## src/rtl/vx_rr_stream_arbiter_if.sv

```systemverilog
// vx_rr_stream_arbiter_if: request/grant and registered output stream bundle for vx_rr_stream_arbiter
interface vx_rr_stream_arbiter_if #(
  parameter int NUM_REQS = 4,
  parameter int DATAW = 32
);
  localparam int LN = (NUM_REQS > 1) ? $clog2(NUM_REQS) : 1;
  logic [NUM_REQS-1:0] valid_in;
  logic [NUM_REQS*DATAW-1:0] data_in;
  logic [NUM_REQS-1:0] ready_in;
  logic valid_out;
  logic [DATAW-1:0] data_out;
  logic [LN-1:0] sel_out;
  logic ready_out;
  modport master (output valid_in, data_in, ready_out, input ready_in, valid_out, data_out, sel_out);
  modport slave (input valid_in, data_in, ready_out, output ready_in, valid_out, data_out, sel_out);
endinterface

```

## src/rtl/vx_rr_stream_arbiter.sv

```systemverilog
// vx_rr_stream_arbiter: round-robin N:1 stream arbiter feeding a registered valid/ready output stage
module vx_rr_stream_arbiter #(
  parameter int NUM_REQS = 4,
  parameter int DATAW = 32,
  localparam int LN = (NUM_REQS > 1) ? $clog2(NUM_REQS) : 1
) (
  input logic clk,
  input logic reset,
  vx_rr_stream_arbiter_if.slave bus
);
  logic [LN-1:0] rr_ptr_q, rr_ptr_d, sel_q, sel_d, win_idx;
  logic [LN:0] cand;
  logic [NUM_REQS-1:0] win_onehot;
  logic [DATAW-1:0] data_q, data_d;
  logic valid_q, valid_d, win_any, stage_free, fire;
  always_comb begin
    win_idx = '0;
    win_any = 1'b0;
    cand = '0;
    for (int k = NUM_REQS - 1; k >= 0; k--) begin
      cand = {1'b0, rr_ptr_q} + (LN+1)'(k);
      cand = (cand >= (LN+1)'(NUM_REQS)) ? cand - (LN+1)'(NUM_REQS) : cand;
      win_idx = bus.valid_in[cand[LN-1:0]] ? cand[LN-1:0] : win_idx;
      win_any = win_any | bus.valid_in[cand[LN-1:0]];
    end
    win_onehot = win_any ? NUM_REQS'(1) << win_idx : '0;
    stage_free = !valid_q || bus.ready_out;
    fire = win_any && stage_free;
    rr_ptr_d = fire ? ((win_idx == LN'(NUM_REQS - 1)) ? '0 : win_idx + 1'b1) : rr_ptr_q;
    valid_d = fire || (valid_q && !bus.ready_out);
    data_d = fire ? bus.data_in[win_idx*DATAW +: DATAW] : data_q;
    sel_d = fire ? win_idx : sel_q;
  end
  always_ff @(posedge clk) begin
    if (reset) begin
      rr_ptr_q <= '0;
      valid_q <= 1'b0;
      data_q <= '0;
      sel_q <= '0;
    end else begin
      rr_ptr_q <= rr_ptr_d;
      valid_q <= valid_d;
      data_q <= data_d;
      sel_q <= sel_d;
    end
  end
  assign bus.ready_in = win_onehot & {NUM_REQS{stage_free}};
  assign bus.valid_out = valid_q;
  assign bus.data_out = data_q;
  assign bus.sel_out = sel_q;
endmodule
```

## src/flat_wrapper.sv

```systemverilog
// flat-port wrapper written by rule: the top's interface ports become plain ports
module vx_rr_stream_arbiter_flat 
#(
  parameter int NUM_REQS = 4,
  parameter int DATAW = 32,
  localparam int LN = (NUM_REQS > 1) ? $clog2(NUM_REQS) : 1
)
  (clk, reset, bus_valid_in, bus_data_in, bus_ready_out, bus_ready_in, bus_valid_out, bus_data_out, bus_sel_out);
  vx_rr_stream_arbiter_if #(.NUM_REQS(NUM_REQS), .DATAW(DATAW)) bus_i ();
  input logic clk;
  input logic reset;
  input wire logic [$bits(bus_i.valid_in)-1:0] bus_valid_in;
  input wire logic [$bits(bus_i.data_in)-1:0] bus_data_in;
  input wire logic [$bits(bus_i.ready_out)-1:0] bus_ready_out;
  output wire logic [$bits(bus_i.ready_in)-1:0] bus_ready_in;
  output wire logic [$bits(bus_i.valid_out)-1:0] bus_valid_out;
  output wire logic [$bits(bus_i.data_out)-1:0] bus_data_out;
  output wire logic [$bits(bus_i.sel_out)-1:0] bus_sel_out;
  assign bus_i.valid_in = bus_valid_in;
  assign bus_i.data_in = bus_data_in;
  assign bus_i.ready_out = bus_ready_out;
  assign bus_ready_in = bus_i.ready_in;
  assign bus_valid_out = bus_i.valid_out;
  assign bus_data_out = bus_i.data_out;
  assign bus_sel_out = bus_i.sel_out;
  vx_rr_stream_arbiter #(.NUM_REQS(NUM_REQS), .DATAW(DATAW)) u_core (.clk(clk), .reset(reset), .bus(bus_i));
endmodule
```

## config.mk

```make
export PLATFORM = sky130hd
export DESIGN_NAME = vx_rr_stream_arbiter_flat
export DESIGN_NICKNAME = d
export VERILOG_FILES = /design/src/rtl/vx_rr_stream_arbiter_if.sv /design/src/rtl/vx_rr_stream_arbiter.sv /design/src/flat_wrapper.sv
export SDC_FILE = /design/constraint.sdc
export NUM_CORES = 1
export LEC_CHECK = 0
export ABC_AREA = 1
export BUFFER_PORTS_ARGS = -buffer_cell sky130_fd_sc_hd__buf_2
export CAP_MARGIN = 15
export CELL_PAD_IN_SITES_DETAIL_PLACEMENT = 1
export CELL_PAD_IN_SITES_GLOBAL_PLACEMENT = 2
export CORE_MARGIN = 4
export CORE_UTILIZATION = 22
export DETAILED_ROUTE_END_ITERATION = 7
export PLACE_DENSITY = 0.82
export SYNTH_ARGS = -nofsm -noshare
export SYNTH_HDL_FRONTEND = slang
export SYNTH_SLANG_ARGS = --single-unit
```

## constraint.sdc

```tcl
create_clock -name clk -period 3.7 [get_ports clk]
set_input_delay 0.37 -clock clk [delete_from_list [all_inputs] [get_ports clk]]
set_output_delay 0.37 -clock clk [all_outputs]
set_load 0.005 [all_outputs]
```

Yosys cells after proc, flatten, opt, wreduce, memory -nomap -nowiden
Cells that the tools add are included.

Bitwise logic cells: 4. Muxes and demuxes: 18. Reductions and logical operators: 6. Magnitude comparators: 8. Add/subtract/negate cells: 8. Shift-type cells: 2. Eq/ne operators: 1.

Operators with widths (number): $shiftx A128 B8 Y32 (1); $mux W2 (9); $lt A2 B3 Y1 const B (4); $ge A3 B3 Y1 const B (3); $bmux W1 S2 (4); $sub A2 B1 Y2 const B (4); $add A2 B2 Y3 const B (2); $and A4 B4 Y4 (1); $mux W1 (4); $mux W4 (1); $shl A1 B2 Y4 const A (1); $add A2 B1 Y3 const B (1); $ge A2 B3 Y1 const B (1); $or A1 B1 Y1 (3); $add A2 B1 Y2 const B (1); $eq A2 B2 Y1 const B (1); $logic_and A1 B1 Y1 (2); $logic_not A1 Y1 (2); $logic_or A1 B1 Y1 (2).

Output and inout bits: 39. Input bits: 135. Word-level logic and storage cells: 51. Bits in registers: 37.

Logic depth before layout (Yosys ltp)
Depth after elaboration: 12. Gate-level depth with buffers: 16. Gate-level depth less buffers: 14.

Least setup slack after synthesis
Ideal clock, no wire load.

Path type: reg2out. From: reg u_core.rr_ptr_q[0]. To: out bus_ready_in[3]. Arrival: 1559 ps. Slack: 1771 ps. Buffers on the path: 2. Stages on the path, launching flop included: 15. Data required time: 3330 ps. Cells stage by stage: dfxtp_1 > buf_4 > nand2_1 > nand2_1 > inv_1 > nand2_1 > nand2_1 > nand3_1 > nand2_1 > nand2_2 > inv_2 > buf_2 > ha_1 > inv_1 > nor2_1.

Longest elaborated chain between the ends: 12. Elaborated cells between the ends (all ways): 33. Classes of those cells: add/sub (7); order compare (4); shift (1); mux (17); bitwise (4).

RTL lines: start: declaration (line vx_rr_stream_arbiter.sv:11) `logic [LN-1:0] rr_ptr_q, rr_ptr_d, sel_q, sel_d, win_idx;`; start signal: assignment (line vx_rr_stream_arbiter.sv:41) `rr_ptr_q <= rr_ptr_d;`; $add A2 B2 Y3 (line vx_rr_stream_arbiter.sv:21) `cand = {1'b0, rr_ptr_q} + (LN+1)'(k);`; $ge A3 B3 Y1 or $sub A2 B1 Y2 (tied branches) (line vx_rr_stream_arbiter.sv:22) `cand = (cand >= (LN+1)'(NUM_REQS)) ? cand - (LN+1)'(NUM_REQS) : cand;`; $mux W2 (line vx_rr_stream_arbiter.sv:22); $bmux W1 S2 (line vx_rr_stream_arbiter.sv:23, vx_rr_stream_arbiter.sv:24); $mux W1 (not written as such) (line vx_rr_stream_arbiter.sv:23, vx_rr_stream_arbiter.sv:24); $mux W2 (4 in a row) (line vx_rr_stream_arbiter.sv:23) `win_idx = bus.valid_in[cand[LN-1:0]] ? cand[LN-1:0] : win_idx;`; $shl A1 B2 Y4 (line vx_rr_stream_arbiter.sv:26) `win_onehot = win_any ? NUM_REQS'(1) << win_idx : '0;`; $mux W4 (*) (line vx_rr_stream_arbiter.sv:26); $and A4 B4 Y4 (*) (line vx_rr_stream_arbiter.sv:47) `assign bus.ready_in = win_onehot & {NUM_REQS{stage_free}};`; end: declaration (line flat_wrapper.sv:15) `output wire logic [$bits(bus_i.ready_in)-1:0] bus_ready_in;`.

Mark *: on every way between the ends. The rest lies on a longest branch, timed or not. The select of a mux whose other input is x is not followed.

Final worst setup path
From: reg u_core.rr_ptr_q[0]. To: out bus_ready_in[1].

Same word-level chain as after synthesis.

==> results.txt <==
grt total ovfl - 0
syn nets - 763
Row Count - 44
Power per Cell Area - 791.9 nW/um2
TritonCTS buffer count - 5
first-pass GRT wire length - 20510 um
Crit Path Class - flop to output pin
DP HPWL - 9317 um
initial DRC count - 140
Synth Instances - 627
register area share after synthesis - 22.33%
Clk Tree Root Cell - clkbuf_16
static leakage - 2.969 nW
Fin Hold WS - 0.4654 ns
Synth area leader - nand3_1
Worst EP required - 3.33 ns
RSZ-0062 raised after global routing - false
max_cap viols - 0
fmax - 364.7 MHz
crit-path cells - inv_1, nand2_1, nand3_1, nand2_1, nand3_2, nand2_1, nand2_2, nand2_2, buf_4, nand2_1, nor2_1, buf_2
Worst-Skew Late Latency - 0.29 ns
initial antenna violation count - 3
commonest non-fill, non-tap cell in the layout - inv_1
Multi-input gate area - 1692 um2
Storage cell area - 740.7 um2
Die ar. - 17110 um2
YS warnings - 0
Worst path slowest cell - dfxtp_1
Initial Util - 22.65%
layout cells sized above 1 - 25.39%
Final Critical Period - 2.742 ns
CTS clk-pin slew, worst paths - 0.06 ns
CP delay by family, top - simple AND/OR/NAND/NOR gates
Mapped Area - 3317 um2
DRC - 0
Fillers - 2043
Worst EP arrival - 2.37 ns
CP endpoint kind - output pin
nets@finish - 912
Cells after DPL - 953
Worst Path Buf+Inv - 3
Diodes inserted - 0
core footprint - 14640 um2
Worst Tran Pin Value - 0.8207 ns
CTS Hold Bufs - 0
Ports - 174
synthesis-stage register bit count - 37
Sink Count - 37
Resize count post-CTS - 0
Worst Skew - 0.004184 ns
global-route usage over all layers - 15.09%
Crit path largest cell delay - 0.52 ns
Design Power - 0.003475 W
synthesis-to-layout area growth - 32.29%
worst min path class - input port to flop
chip height - 130.8 um
Hold Vio Cnt, Final - 0
setup bufs post-CTS - 0
CTS tree - built
# H-tree levels - 2
top-area cell type share of the netlist area - 25.05%
most frequent cells in the layout - inv_1, buf_2, nand3_1
final std cells w/o fill - 960
CP Launch Type - flop
Slew HR - 45.28%
Vias/cell - 4.293
DR pass1 iterations - 4
total negative slack - 0 ns
status - completed
Max FO, Critical Path - 23
top cells by area, synth - nand3_1, dfxtp_1, inv_1
Routed WL per cell - 13.40 um
final worst-path cycle share - 74.11%
pin count of the biggest net entering global routing - 65
RePlAce Congestion - 0.7391
Yosys cell types - 22
Finish-stage setup viols - 0
final wirelength - 12870 um
Die X - 130.8 um
max-slew violations - 0
Peak VDD IR - 0.2562 mV
vias in the first global route - 4235
Synth Area per Inst - 5.290 um2
clock buffer depth - 2
post-route ant nets - 0
vias - 4121
CP dominant cell by count - nand2_1
port bufs - 173
final timing paths:
check	from	to	slack (ns)	cells past startpoint
worst min-delay path	bus_data_in[111]	u_core.bus.data_out[15]	0.47	7
worst min register to register	u_core.bus.sel_out[0]	u_core.bus.sel_out[0]	0.51	2
worst max register to register	u_core.rr_ptr_q[0]	u_core.bus.data_out[18]	1.31	14
worst max-delay path	u_core.rr_ptr_q[0]	bus_ready_in[1]	0.96	12
worst reg2reg max path: cells and delay by family (launching register included):
family | cells | cell delay, ns
and+or+nand+nor | 10 | 0.96
buffers and inverters | 4 | 0.82
DFF | 1 | 0.52
stage by stage:
| step | utilization (%) | cell area (um2) | worst slack (ns) |
|---|---|---|---|
| 5_1_grt | 29.96 | 4388 | 0.6806 |
| 6_report | 29.96 | 4388 | 0.9579 |
| 3_5_place_dp | 28.99 | 4245 | 1.246 |
| 3_3_place_gp | 28.99 | 4245 | 1.253 |
| 2_1_floorplan | - | 3317 | 1.771 |
| 4_1_cts | 29.96 | 4388 | 0.9037 |
where the power goes:
group,switching [W],internal [W]
Clock,0.000170,0.000265
Sequential,0.0000916,0.000570
Combinational,0.00154,0.000837
synth_stat cells:
master / n
nand2_2: 4
nand3_1: 166
o21bai_1: 1
nor2_1: 74
inv_1: 174
clkbuf_1: 3
buf_6: 2
a211oi_1: 1
buf_2: 18
buf_1: 1
a211oi_2: 1
nand3_2: 1
nand2_1: 120
o21ai_1: 2
buf_4: 15
nor2_4: 1
a21oi_1: 2
a21oi_2: 1
inv_2: 1
dfxtp_1: 37
nor3_1: 1
ha_1: 1
logic make-up (layout without fill, tap and decap cells):
family                     Yosys count  after routing  share of synthesized area (%)
AOI/OAI and AO/OA                    8              8                          1.698
adders and majority gates            1              1                         0.3772
buffers and inverters              214            363                          27.05
DFF                                 37             37                          22.33
and+or+nand+nor                    367            367                          48.55
cell type report:
type	instances	share of cell area, %
Clock buffer	7	3.251
Inverter	175	14.97
Multi-Input combinational cell	376	38.55
Sequential cell	37	16.88
Tap cell	184	5.247
Timing Repair Buffer	181	21.10
registers in the layout (all words and copies together) (netlist names):
signal / count
u_core.rr_ptr_q: 2
u_core.bus.valid_out: 1
u_core.bus.data_out: 32
u_core.bus.sel_out: 2
per-layer routing:
metal	up-vias	routed length (um)	GRT usage [%]
li1	2152	-	-
met1	1839	5814	18.91
met2	111	5976	25.58
met3	13	893	4.309
met4	6	143	3.690
met5	-	40	0
Power figures use the tool's default switching activity.
